`src/rtl/exec_unit_pkg.sv`:
```
// Shared types for the execution unit: ALU control codes, M-op codes, FSM states.
// Also holds the base-op decoder so every consumer sees one decode table.
// No logic state lives here.
package exec_unit_pkg;

  typedef enum logic [3:0] {
    ALU_ADD  = 4'b0000,
    ALU_SUB  = 4'b0001,
    ALU_AND  = 4'b0010,
    ALU_OR   = 4'b0011,
    ALU_XOR  = 4'b0100,
    ALU_SLT  = 4'b0101,
    ALU_SLTU = 4'b0110,
    ALU_SLL  = 4'b0111,
    ALU_SRL  = 4'b1000,
    ALU_SRA  = 4'b1001
  } alu_ctrl_t;

  // Encoding matches funct3 of the M-extension instructions.
  typedef enum logic [2:0] {
    M_MUL    = 3'b000,
    M_MULH   = 3'b001,
    M_MULHSU = 3'b010,
    M_MULHU  = 3'b011,
    M_DIV    = 3'b100,
    M_DIVU   = 3'b101,
    M_REM    = 3'b110,
    M_REMU   = 3'b111
  } mop_t;

  typedef enum logic [1:0] {
    ST_IDLE = 2'b00,
    ST_CALC = 2'b01,
    ST_FIX  = 2'b10
  } state_t;

  // Base-op decode; sub in the funct3=000 slot only for R-type with bit 30 set.
  function automatic alu_ctrl_t alu_decode(input logic [1:0] alu_op,
                                           input logic [2:0] funct3,
                                           input logic       funct7b5,
                                           input logic       opb5);
    alu_ctrl_t ctrl;
    ctrl = ALU_ADD;
    if (alu_op == 2'b00) begin
      ctrl = ALU_ADD;
    end else if (alu_op == 2'b01) begin
      ctrl = ALU_SUB;
    end else begin
      case (funct3)
        3'b000:  ctrl = (funct7b5 & opb5) ? ALU_SUB : ALU_ADD;
        3'b001:  ctrl = ALU_SLL;
        3'b010:  ctrl = ALU_SLT;
        3'b011:  ctrl = ALU_SLTU;
        3'b100:  ctrl = ALU_XOR;
        3'b101:  ctrl = funct7b5 ? ALU_SRA : ALU_SRL;
        3'b110:  ctrl = ALU_OR;
        default: ctrl = ALU_AND;
      endcase
    end
    return ctrl;
  endfunction

endpackage

```
`src/rtl/exec_unit_muldiv.sv`:
```
// Iterative multiply/divide: magnitude shift-add / restoring divide, one bit per cycle.
// Latency: XLEN cycles in CALC plus one FIX cycle; o_done is high during FIX.
// No backpressure: the caller must not start while o_busy; only built with EXEC_MULDIV_EN.
`ifdef EXEC_MULDIV_EN
module muldiv_iter
  import exec_unit_pkg::*;
#(
  parameter int XLEN = 32
) (
  input  logic            clk,
  input  logic            reset,
  input  logic            i_start,
  input  logic [2:0]      i_op,
  input  logic [XLEN-1:0] i_a,
  input  logic [XLEN-1:0] i_b,
  output logic            o_busy,
  output logic            o_done,
  output logic [XLEN-1:0] o_res
);

  localparam int CW = $clog2(XLEN);

  state_t          r_state;
  state_t          w_state_nxt;
  logic [CW-1:0]   r_cnt;
  mop_t            r_op;
  logic [XLEN-1:0] r_hi;
  logic [XLEN-1:0] r_lo;
  logic [XLEN-1:0] r_bmag;
  logic [XLEN-1:0] r_a_raw;
  logic            r_neg_a;
  logic            r_neg_res;
  logic            r_bzero;

  mop_t            w_op;
  logic            w_a_sgn;
  logic            w_b_sgn;
  logic            w_neg_a;
  logic            w_neg_b;
  logic [XLEN-1:0] w_amag;
  logic [XLEN-1:0] w_bmag;
  logic [XLEN:0]   w_msum;
  logic [XLEN:0]   w_dsh;
  logic [XLEN:0]   w_ddiff;
  logic            w_dge;
  logic [2*XLEN-1:0] w_prod;
  logic [2*XLEN-1:0] w_prod_fix;
  logic [XLEN-1:0] w_quo;
  logic [XLEN-1:0] w_rem;

  // Operand signedness: mulhsu treats only a as signed; *u ops are fully unsigned.
  assign w_op    = mop_t'(i_op);
  assign w_a_sgn = (w_op == M_MUL) || (w_op == M_MULH) || (w_op == M_MULHSU) ||
                   (w_op == M_DIV) || (w_op == M_REM);
  assign w_b_sgn = (w_op == M_MUL) || (w_op == M_MULH) ||
                   (w_op == M_DIV) || (w_op == M_REM);
  assign w_neg_a = w_a_sgn & i_a[XLEN-1];
  assign w_neg_b = w_b_sgn & i_b[XLEN-1];
  assign w_amag  = w_neg_a ? (~i_a + 1'b1) : i_a;
  assign w_bmag  = w_neg_b ? (~i_b + 1'b1) : i_b;

  // One step of shift-add multiply and of restoring divide.
  assign w_msum  = {1'b0, r_hi} + (r_lo[0] ? {1'b0, r_bmag} : {(XLEN+1){1'b0}});
  assign w_dsh   = {r_hi, r_lo[XLEN-1]};
  assign w_ddiff = w_dsh - {1'b0, r_bmag};
  assign w_dge   = ~w_ddiff[XLEN];

  // Sign correction applied in FIX; divide-by-zero bypasses the magnitude result.
  assign w_prod     = {r_hi, r_lo};
  assign w_prod_fix = r_neg_res ? (~w_prod + 1'b1) : w_prod;
  assign w_quo      = r_neg_res ? (~r_lo + 1'b1) : r_lo;
  assign w_rem      = r_neg_a ? (~r_hi + 1'b1) : r_hi;

  // Select the final result for the captured op.
  always_comb begin
    o_res = '0;
    case (r_op)
      M_MUL:                     o_res = w_prod_fix[XLEN-1:0];
      M_MULH, M_MULHSU, M_MULHU: o_res = w_prod_fix[2*XLEN-1:XLEN];
      M_DIV, M_DIVU:             o_res = r_bzero ? {XLEN{1'b1}} : w_quo;
      default:                   o_res = r_bzero ? r_a_raw : w_rem;
    endcase
  end

  // FSM state register.
  always_ff @(posedge clk or posedge reset) begin
    if (reset) r_state <= ST_IDLE;
    else       r_state <= w_state_nxt;
  end

  // FSM next state and status outputs.
  always_comb begin
    w_state_nxt = r_state;
    o_busy      = 1'b0;
    o_done      = 1'b0;
    case (r_state)
      ST_IDLE: if (i_start) w_state_nxt = ST_CALC;
      ST_CALC: begin
        o_busy = 1'b1;
        if (r_cnt == CW'(XLEN-1)) w_state_nxt = ST_FIX;
      end
      ST_FIX: begin
        o_busy      = 1'b1;
        o_done      = 1'b1;
        w_state_nxt = ST_IDLE;
      end
      default: w_state_nxt = ST_IDLE;
    endcase
  end

  // Datapath: capture magnitudes at start, then iterate one bit per CALC cycle.
  always_ff @(posedge clk or posedge reset) begin
    if (reset) begin
      r_cnt     <= '0;
      r_op      <= M_MUL;
      r_hi      <= '0;
      r_lo      <= '0;
      r_bmag    <= '0;
      r_a_raw   <= '0;
      r_neg_a   <= 1'b0;
      r_neg_res <= 1'b0;
      r_bzero   <= 1'b0;
    end else if (r_state == ST_IDLE && i_start) begin
      r_cnt     <= '0;
      r_op      <= w_op;
      r_hi      <= '0;
      r_lo      <= w_amag;
      r_bmag    <= w_bmag;
      r_a_raw   <= i_a;
      r_neg_a   <= w_neg_a;
      r_neg_res <= w_neg_a ^ w_neg_b;
      r_bzero   <= (i_b == '0);
    end else if (r_state == ST_CALC) begin
      r_cnt <= r_cnt + 1'b1;
      if (r_op[2]) begin
        r_hi <= w_dge ? w_ddiff[XLEN-1:0] : w_dsh[XLEN-1:0];
        r_lo <= {r_lo[XLEN-2:0], w_dge};
      end else begin
        r_hi <= w_msum[XLEN:1];
        r_lo <= {w_msum[0], r_lo[XLEN-1:1]};
      end
    end
  end

endmodule
`endif

```
`src/rtl/exec_unit.sv`:
```
// Execution unit: base ALU (1-cycle) plus optional iterative M-ops when EXEC_MULDIV_EN is defined.
// Latency: base ops 1 cycle; M ops XLEN+2 cycles.
// Backpressure: result held until out_ready; in_ready = idle & (!out_valid | out_ready).
module exec_unit
  import exec_unit_pkg::*;
#(
  parameter int XLEN = 32
) (
  input  logic            clk,
  input  logic            reset,
  input  logic            in_valid,
  output logic            in_ready,
  input  logic [1:0]      ALUOp,
  input  logic [2:0]      funct3,
  input  logic            funct7b5,
  input  logic            funct7b0,
  input  logic            opb5,
  input  logic [XLEN-1:0] a,
  input  logic [XLEN-1:0] b,
  output logic            out_valid,
  input  logic            out_ready,
  output logic [XLEN-1:0] result,
  output logic            zero,
  output logic            busy
);

  localparam int SHW = $clog2(XLEN);

  logic            r_valid;
  logic [XLEN-1:0] r_result;
  logic            r_zero;

  alu_ctrl_t       w_ctrl;
  logic [SHW-1:0]  w_shamt;
  logic [XLEN-1:0] w_alu;
  logic            w_accept;
  logic            w_is_m;
  logic            w_md_busy;
  logic            w_md_done;
  logic [XLEN-1:0] w_md_res;

  assign w_ctrl   = alu_decode(ALUOp, funct3, funct7b5, opb5);
  assign w_shamt  = b[SHW-1:0];
  assign in_ready = ~w_md_busy & (~r_valid | out_ready);
  assign w_accept = in_valid & in_ready;

`ifdef EXEC_MULDIV_EN
  assign w_is_m = ALUOp[1] & opb5 & funct7b0;

  muldiv_iter #(
    .XLEN(XLEN)
  ) u_muldiv (
    .clk    (clk),
    .reset  (reset),
    .i_start(w_accept & w_is_m),
    .i_op   (funct3),
    .i_a    (a),
    .i_b    (b),
    .o_busy (w_md_busy),
    .o_done (w_md_done),
    .o_res  (w_md_res)
  );
`else
  logic w_unused_f7b0;
  assign w_unused_f7b0 = funct7b0;
  assign w_is_m        = 1'b0;
  assign w_md_busy     = 1'b0;
  assign w_md_done     = 1'b0;
  assign w_md_res      = '0;
`endif

  // Base ALU operating directly on the live request operands.
  always_comb begin
    w_alu = '0;
    case (w_ctrl)
      ALU_ADD:  w_alu = a + b;
      ALU_SUB:  w_alu = a - b;
      ALU_AND:  w_alu = a & b;
      ALU_OR:   w_alu = a | b;
      ALU_XOR:  w_alu = a ^ b;
      ALU_SLT:  w_alu = {{(XLEN-1){1'b0}}, ($signed(a) < $signed(b))};
      ALU_SLTU: w_alu = {{(XLEN-1){1'b0}}, (a < b)};
      ALU_SLL:  w_alu = a << w_shamt;
      ALU_SRL:  w_alu = a >> w_shamt;
      ALU_SRA:  w_alu = $signed(a) >>> w_shamt;
      default:  w_alu = '0;
    endcase
  end

  // Output register: loads on M-op completion or base-op accept, clears on consume.
  always_ff @(posedge clk or posedge reset) begin
    if (reset) begin
      r_valid  <= 1'b0;
      r_result <= '0;
      r_zero   <= 1'b1;
    end else if (w_md_done) begin
      r_valid  <= 1'b1;
      r_result <= w_md_res;
      r_zero   <= (w_md_res == '0);
    end else if (w_accept && !w_is_m) begin
      r_valid  <= 1'b1;
      r_result <= w_alu;
      r_zero   <= (w_alu == '0);
    end else if (r_valid && out_ready) begin
      r_valid  <= 1'b0;
    end
  end

  assign out_valid = r_valid;
  assign result    = r_result;
  assign zero      = r_zero;
  assign busy      = w_md_busy;

endmodule
```
`config.mk`:
```
export PLATFORM = sky130hd
export DESIGN_NAME = exec_unit
export DESIGN_NICKNAME = d
export VERILOG_FILES = /design/src/rtl/exec_unit_pkg.sv /design/src/rtl/exec_unit_muldiv.sv /design/src/rtl/exec_unit.sv
export SDC_FILE = /design/constraint.sdc
export NUM_CORES = 1
export LEC_CHECK = 0
export CAP_MARGIN = 0
export CORE_ASPECT_RATIO = 1.2
export CORE_MARGIN = 1.5
export CORE_UTILIZATION = 30
export CTS_CLUSTER_SIZE = 28
export DETAILED_ROUTE_END_ITERATION = 8
export GPL_TIMING_DRIVEN = 0
export PLACE_DENSITY = 0.6
export SLEW_MARGIN = 25
export SYNTH_ARGS = -nofsm -noshare
export SYNTH_HDL_FRONTEND = slang
export SYNTH_SLANG_ARGS = --single-unit
```
`constraint.sdc`:
```
create_clock -name clk -period 2.7 [get_ports clk]
set_input_delay 0.405 -clock clk [delete_from_list [all_inputs] [get_ports clk]]
set_output_delay 0.405 -clock clk [all_outputs]
set_load 0.01 [all_outputs]
```
==> qor.txt, run 1 <==
Grt total ovfl: 0
DP Worst Slack: -3660 ps
Max Clock Freq: 0.230 GHz
Ys flop type: dfrtp_1
Syn_nets: 1725
Synth area leaders: ha_1 11%, mux4_2 9.1%, dfrtp_1 7.4%, nand2_1 6.0%, o21ai_0 5.1%
R2r setup slk: -900 ps
Clock Path Buffers: 2
Startpoint Class: input port
Die width: 179 um
Chip height: 215 um
RSZ-0062 raised after global routing: true
Buffers on Ports: 109
FILL cells: 3825
Yosys reg bits: 34
Row count: 77
Maximum VDD drop: 0.278 mV
Met3 wire len: 5620 um
Routability cong.: 1.03
H-Tree Depth: 2
Clk sinks: 34
Slew @ Worst Pin: 1030 ps
CTS hold repair buffers: 0
Count of cell types in the netlist: 95
Clk_lat worst skew: 290 ps
Post-synth EDFFs: 0
HP Class: flip-flop to flip-flop
Starting density of the core: 30.4%
Antenna violations before repair: 0
Synth Area per Inst: 7.22 um2
Cell with the most instances after synthesis: nand2_1
Tcrit/Tclk final: 161%
WL/cell: 32.5 um
Setup ws final: -1640 ps
Failing checks: setup timing
Via count: 14800
Post-Syn Instances: 1550
Clock slew at reported path FFs: 50 ps
Largest net degree at the start of global routing: 35
CP endpoint kind: flip-flop
CTS tree: built
Skew final: 5.79 ps
Detail Placement HPWL: 57700 um
Gr usage total: 37.4%
Setup violators final: 28
Final #Nets: 1956
Final Util: 43.5%
Required @ worst endpoint: 2900 ps
# DRC: 0
Global-route wire length before repair: 103000 um
Worst Path Buf+Inv: 5
M1 WL: 28300 um
Seq/Total Area, Yosys: 7.62%
Drt pass-1 iters: 5
Max incr delay on CP: 540 ps
Tmin final: 4340 ps
Max transition margin: 30.8%
Core Footprint: 0.0368 mm2
Critical-path maximum fanout: 7
FF-to-FF path depth: 12
Root Buffer: clkbuf_16
Top Metal Used: met4
Routed wl met2: 34000 um
Critical path type: input port to flip-flop
# IOs: 112
Vias in the first global route: 14300
DIE AREA: 0.0385 mm2
Fraction of registers with async set/reset: 100%
Most Frequent Cell on Critical Path: clkbuf_16
Leak: 0.00647 uW
Power Dens Cells: 321 mW/mm2
CP cell instances: buf_12, clkbuf_16, inv_12, clkbuf_16, clkbuf_16, ha_4, nor2b_1, a211o_1, o21ai_2, a211o_1, nand4_1, a2111o_1, nor4_2, nand4_1, or4_4, or4_4, o31ai_4
Vias per std cell: 6.58
Area added between synthesis and finish: 43.3%
Synth warn: 0
WP data arrival: 4550 ps
Cell Area, Synth: 0.0112 mm2
Post-synth top cells: 178 x nand2_1, 137 x nor2_1, 114 x o21ai_0, 103 x a21oi_1, 97 x ha_1
Total CTS buffers: 5
Largest area contributor in the netlist: ha_1
Routed Antenna Nets: 0
Slew Limit Fails: 0
Share of the synthesized area in the top cell type: 10.9%
Fin. Hold Viols: 0
Fin Hold WS: 480 ps
Status: complete, but fails checks
CP top delay family: simple AND/OR/NAND/NOR gates
Final wirelength: 73400 um
Max Cap Viol: 0
Slowest-stage cell, CP: a2111o_1
Hold depth: 2
Initial DRC count: 1590
Worst path depth: 17
N_diodes: 0
Layout cell share with drive strength beyond 1: 32.4%
cells in the final DEF, fill, tap and decap left out, types with 12 or more instances in the layout:
cell type,instances
nand2_1,171
nor2_1,119
buf_4,117
a21oi_1,89
o21ai_0,81
inv_1,77
ha_1,76
clkdlybuf4s50_1,60
mux4_2,45
mux2i_1,41
clkbuf_2,34
dfrtp_1,33
nand3_1,32
nor3_1,31
buf_6,30
a22oi_1,29
o211ai_1,22
mux2_2,22
nand4_1,21
o21ai_1,21
clkbuf_4,18
clkbuf_1,17
buf_12,17
a21o_1,16
o22ai_1,15
a211oi_1,15
nand2b_1,14
nor2b_1,14
buf_2,13
o21ai_2,13
a31oi_1,13
dlygate4sd2_1,13
a211o_1,12
final timing paths:
path / start / endpoint
max reg2reg: out_valid$_DFFE_PP0P_ / zero$_DFFE_PP1P_
min in group asynchronous: reset / result[3]$_DFFE_PP0P_
max: b[4] / zero$_DFFE_PP1P_
max in group asynchronous: reset / result[31]$_DFFE_PP0P_
min reg2reg: result[11]$_DFFE_PP0P_ / result[11]$_DFFE_PP0P_
min: result[11]$_DFFE_PP0P_ / result[11]$_DFFE_PP0P_
stage by stage:
step / instances / TNS (ps) / total power [uW] / area, um2
5_1_grt: 2256 / -17100 / 5360 / 16000
6_report: 2256 / -15240 / 5140 / 16000
3_3_place_gp: 2133 / -66900 / 3760 / 13200
4_1_cts: 2226 / -13560 / 4900 / 15500
2_1_floorplan: 1550 / -9230 / 2460 / 11500
3_5_place_dp: 2133 / -65950 / 3760 / 13200
power by group:
group	internal [uW]	total (uW)	switching [uW]
combinational	1610	3870	2260
clock	365	583	217
sequential	621	680	58.8
per-layer routing:
| layer | global-route usage [%] | vias to the layer above |
|---|---|---|
| met3 | 4.82 | 250 |
| met4 | 22.9 | 0 |
| met5 | 0 | - |
| met1 | 46.0 | 7362 |
| met2 | 61.2 | 888 |
| li1 | - | 6336 |
what timing repair did:
item | in CTS | in global routing
buffers inserted | 96 | 33
hold endpoints to repair | 0 | 0
pin swaps | 71 | 54
resized for setup | 524 | 124
endpoints found under the setup margin | 33 | 33
cells by family (layout without fill, tap and decap cells):
family	after synthesis	in the layout	share of synthesized area, %
compound gates	544	544	33.5
xor+xnor	8	8	0.626
fa+ha+maj	99	99	11.2
buf+inv	222	454	8.37
flops	34	34	7.62
mux	127	127	17.0
other cells	1	1	0.0335
simple gates	515	515	21.6
worst register-to-register path: cells and delay by family, from the launching register on:
| kind | cells | cell delay [ps] |
|---|---|---|
| compound gates | 4 | 930 |
| simple gates | 7 | 1790 |
| flops | 1 | 370 |
| buf+inv | 1 | 420 |
cell type report:
| cell class | instances | area, um2 | share of cell area [%] |
|---|---|---|---|
| Multi-Input combinational cell | 1294 | 10800 | 67.6 |
| Timing Repair Buffer | 237 | 2110 | 13.2 |
| Buffer | 116 | 1090 | 6.78 |
| Sequential cell | 34 | 852 | 5.32 |
| Tap cell | 474 | 593 | 3.70 |
| Inverter | 93 | 399 | 2.49 |
| Clock buffer | 7 | 143 | 0.890 |
| Clock inverter | 1 | 5.00 | 0.0312 |
sequential cells by signal, summed over array words and instances, names as in the netlist:
signal	flops
zero	1
result	32
out_valid	1
Note: power is estimated with default switching activity, not from simulation.
==> inputs of run 2 (changes only) <==
--- a/config.mk
+++ b/config.mk
@@ -7,12 +7,12 @@
 export LEC_CHECK = 0
 export CAP_MARGIN = 0
 export CORE_ASPECT_RATIO = 1.2
-export CORE_MARGIN = 1.5
-export CORE_UTILIZATION = 30
+export CORE_MARGIN = 1
+export CORE_UTILIZATION = 39
 export CTS_CLUSTER_SIZE = 28
 export DETAILED_ROUTE_END_ITERATION = 8
 export GPL_TIMING_DRIVEN = 0
-export PLACE_DENSITY = 0.6
+export PLACE_DENSITY = 0.71
 export SLEW_MARGIN = 25
 export SYNTH_ARGS = -nofsm -noshare
 export SYNTH_HDL_FRONTEND = slang
==> constraint.sdc (replaced) <==
create_clock -name clk -period 3.7 [get_ports clk]
set_input_delay 0.555 -clock clk [delete_from_list [all_inputs] [get_ports clk]]
set_output_delay 0.555 -clock clk [all_outputs]
set_load 0.01 [all_outputs]
==> qor.txt, run 2 (synthesis results as in run 1) <==
Status: complete, but fails checks
Failing checks: setup timing
Critical path type: input port to flip-flop
Layout cell share with drive strength beyond 1: 25.1% (-7.2 points)
Die width: 157 um (-13%)
Tmin final: 4360 ps
Routed Antenna Nets: 0 (unchanged)
Slowest-stage cell, CP: mux4_2
FF-to-FF path depth: 12 (unchanged)
WL/cell: 29.6 um (-9.0%)
Gr usage total: 41.6% (+4.2 points)
Buffers on Ports: 109 (unchanged)
Antenna violations before repair: 0 (unchanged)
Core Footprint: 0.0281 mm2 (-24%)
Final #Nets: 1909 (-2.4%)
Critical-path maximum fanout: 8 (+1)
Via count: 14700 (-0.97%)
Total Power: 3530 uW (-31%)
Leading cell type in the layout, fill and taps excluded: nand2_1
Grt total ovfl: 0 (unchanged)
Chip height: 188 um (-13%)
N_diodes: 0 (unchanged)
Commonest cells after routing, fill and taps aside: 168 x nand2_1, 127 x nor2_1, 102 x o21ai_0, 93 x a21oi_1, 87 x buf_4
HP Class: flip-flop to flip-flop
Detail Placement HPWL: 48800 um (-15%)
Setup ws final: -657 ps (+984 ps)
Worst R2R Start: out_valid$_DFFE_PP0P_
Setup violators final: 8 (-71%)
Fin Hold WS: 473 ps (-7.06 ps)
CTS tree: built
Global-route wire length before repair: 89800 um (-13%)
Initial DRC count: 1775 (+12%)
Max transition margin: 23.3% (-7.4 points)
RSZ-0062 raised after global routing: true
# DRC: 0 (unchanged)
DIE AREA: 0.0294 mm2 (-24%)
Startpoint Class: input port
R2r setup slk: 70 ps (+970 ps)
Max Clock Freq: 0.229 GHz
Root Buffer: clkbuf_16
WP data arrival: 4560 ps (about the same)
Area added between synthesis and finish: 33.5%
Clock slew at reported path FFs: 50 ps (about the same)
Routability cong.: 1.07 (+4.5%)
Clk sinks: 34 (unchanged)
CP endpoint kind: flip-flop
Worst path depth: 16 (-1)
H-Tree Depth: 2 (unchanged)
# IOs: 112 (unchanged)
Worst Path Buf+Inv: 5 (unchanged)
Max reg flops: 32 (unchanged)
Row count: 67 (-13%)
Hold depth: 2 (unchanged)
Drt pass-1 iters: 6 (+1)
Tcrit/Tclk final: 118%
Slew @ Worst Pin: 1140 ps (+106 ps)
Max Cap Viol: 0 (unchanged)
Clock Path Buffers: 2 (unchanged)
CP cell instances: buf_12, buf_8, buf_8, buf_4, buf_6, mux4_2, mux2_2, nand2_2, o2111ai_2, a221oi_4, nand3_1, nor4_2, nand4_1, or4_4, or4_4, o31ai_2
Final wirelength: 62600 um (-15%)
Startpoint of the worst hold path: result[10]$_DFFE_PP0P_
Starting density of the core: 39.8% (+9.4 points)
Power Dens Cells: 236 mW/mm2 (-26%)
Largest net degree at the start of global routing: 35 (unchanged)
CP top delay family: simple AND/OR/NAND/NOR gates
Slew Limit Fails: 0 (unchanged)
Setup crit start: b[1]
CTS hold repair buffers: 0 (unchanged)
Total CTS buffers: 5 (unchanged)
Leak: 0.00610 uW (-5.8%)
Skew final: 1.33 ps (-4.46 ps)
Vias in the first global route: 13900 (-3.1%)
Maximum VDD drop: 0.230 mV (-17%)
Clk_lat worst skew: 280 ps (about the same)
Required @ worst endpoint: 3900 ps (+1000 ps)
Vias per std cell: 6.95 (+5.7%)
Max incr delay on CP: 550 ps (about the same)
Fin. Hold Viols: 0 (unchanged)
## run 2: changes by cell type in the layout (fill, tap and decap cells not counted), sizes merged, moves of 2 or more
cell,before,now
buf,186,132
clkdlybuf4s50,60,69
dlymetal6s2s,0,9
clkdlybuf4s15,11,6
dlygate4sd2,13,10
clkbuf,90,88
clkinvlp,2,0
inv,90,92
## run 2: cell type report
cell class	instances	area, um2
Inverter	93	389
Clock buffer	8	166
Multi-Input combinational cell	1294	10400
Timing Repair Buffer	188	1720
Tap cell	379	474
Sequential cell	34	852
Fill cell	2753	13200
Buffer	118	886
## run 2: timing repair
item	CTS	global route
buffers inserted	49	30
setup endpoints to repair	30	15
gates resized for setup	259	202
pin swaps	45	58
## run 2: final timing paths
kind / to
max: zero$_DFFE_PP1P_
min: result[10]$_DFFE_PP0P_
max reg2reg: zero$_DFFE_PP1P_
min reg2reg: result[10]$_DFFE_PP0P_
max in group asynchronous: result[26]$_DFFE_PP0P_
min in group asynchronous: result[8]$_DFFE_PP0P_
## run 2: worst min-delay path: cells and delay by family, from the launching register on
family | cells | cell delay (ps)
AO/OA/AOI/OAI | 1 | 50
flip-flops | 1 | 340
AND/OR/NAND/NOR | 1 | 40
## run 2: routing by layer
layer / up-vias / track usage, % / part of all wire [%]
li1: 6221 / - / -
met4: 0 / 26.7 / 8.3
met3: 322 / 8.48 / 11
met1: 6992 / 51.6 / 37
met2: 1157 / 65.1 / 44
met5: - / 0 / 0
## run 2: metrics by stage
step | cell area (um2) | util [%] | worst slack (ps) | setup TNS, ps | std cells
after floorplan | 11400 | - | -500 | -523 | 1550
after global placement | 13000 | 46.2 | -2700 | -34960 | 2038
after detailed placement | 13000 | 46.2 | -2440 | -33960 | 2038
after CTS | 14200 | 50.7 | -765 | -3070 | 2090
after global routing | 14900 | 53.2 | -742 | -2340 | 2114
final | 14900 | 53.2 | -657 | -1690 | 2114
## run 2: power by group
part	total [uW]	internal, uW	switching [uW]	leakage, uW
clock network	453	304	149	0.0000832
registers	497	454	43.0	0.000415
logic	2580	1050	1520	0.00560
total	3530	1810	1720	0.00610
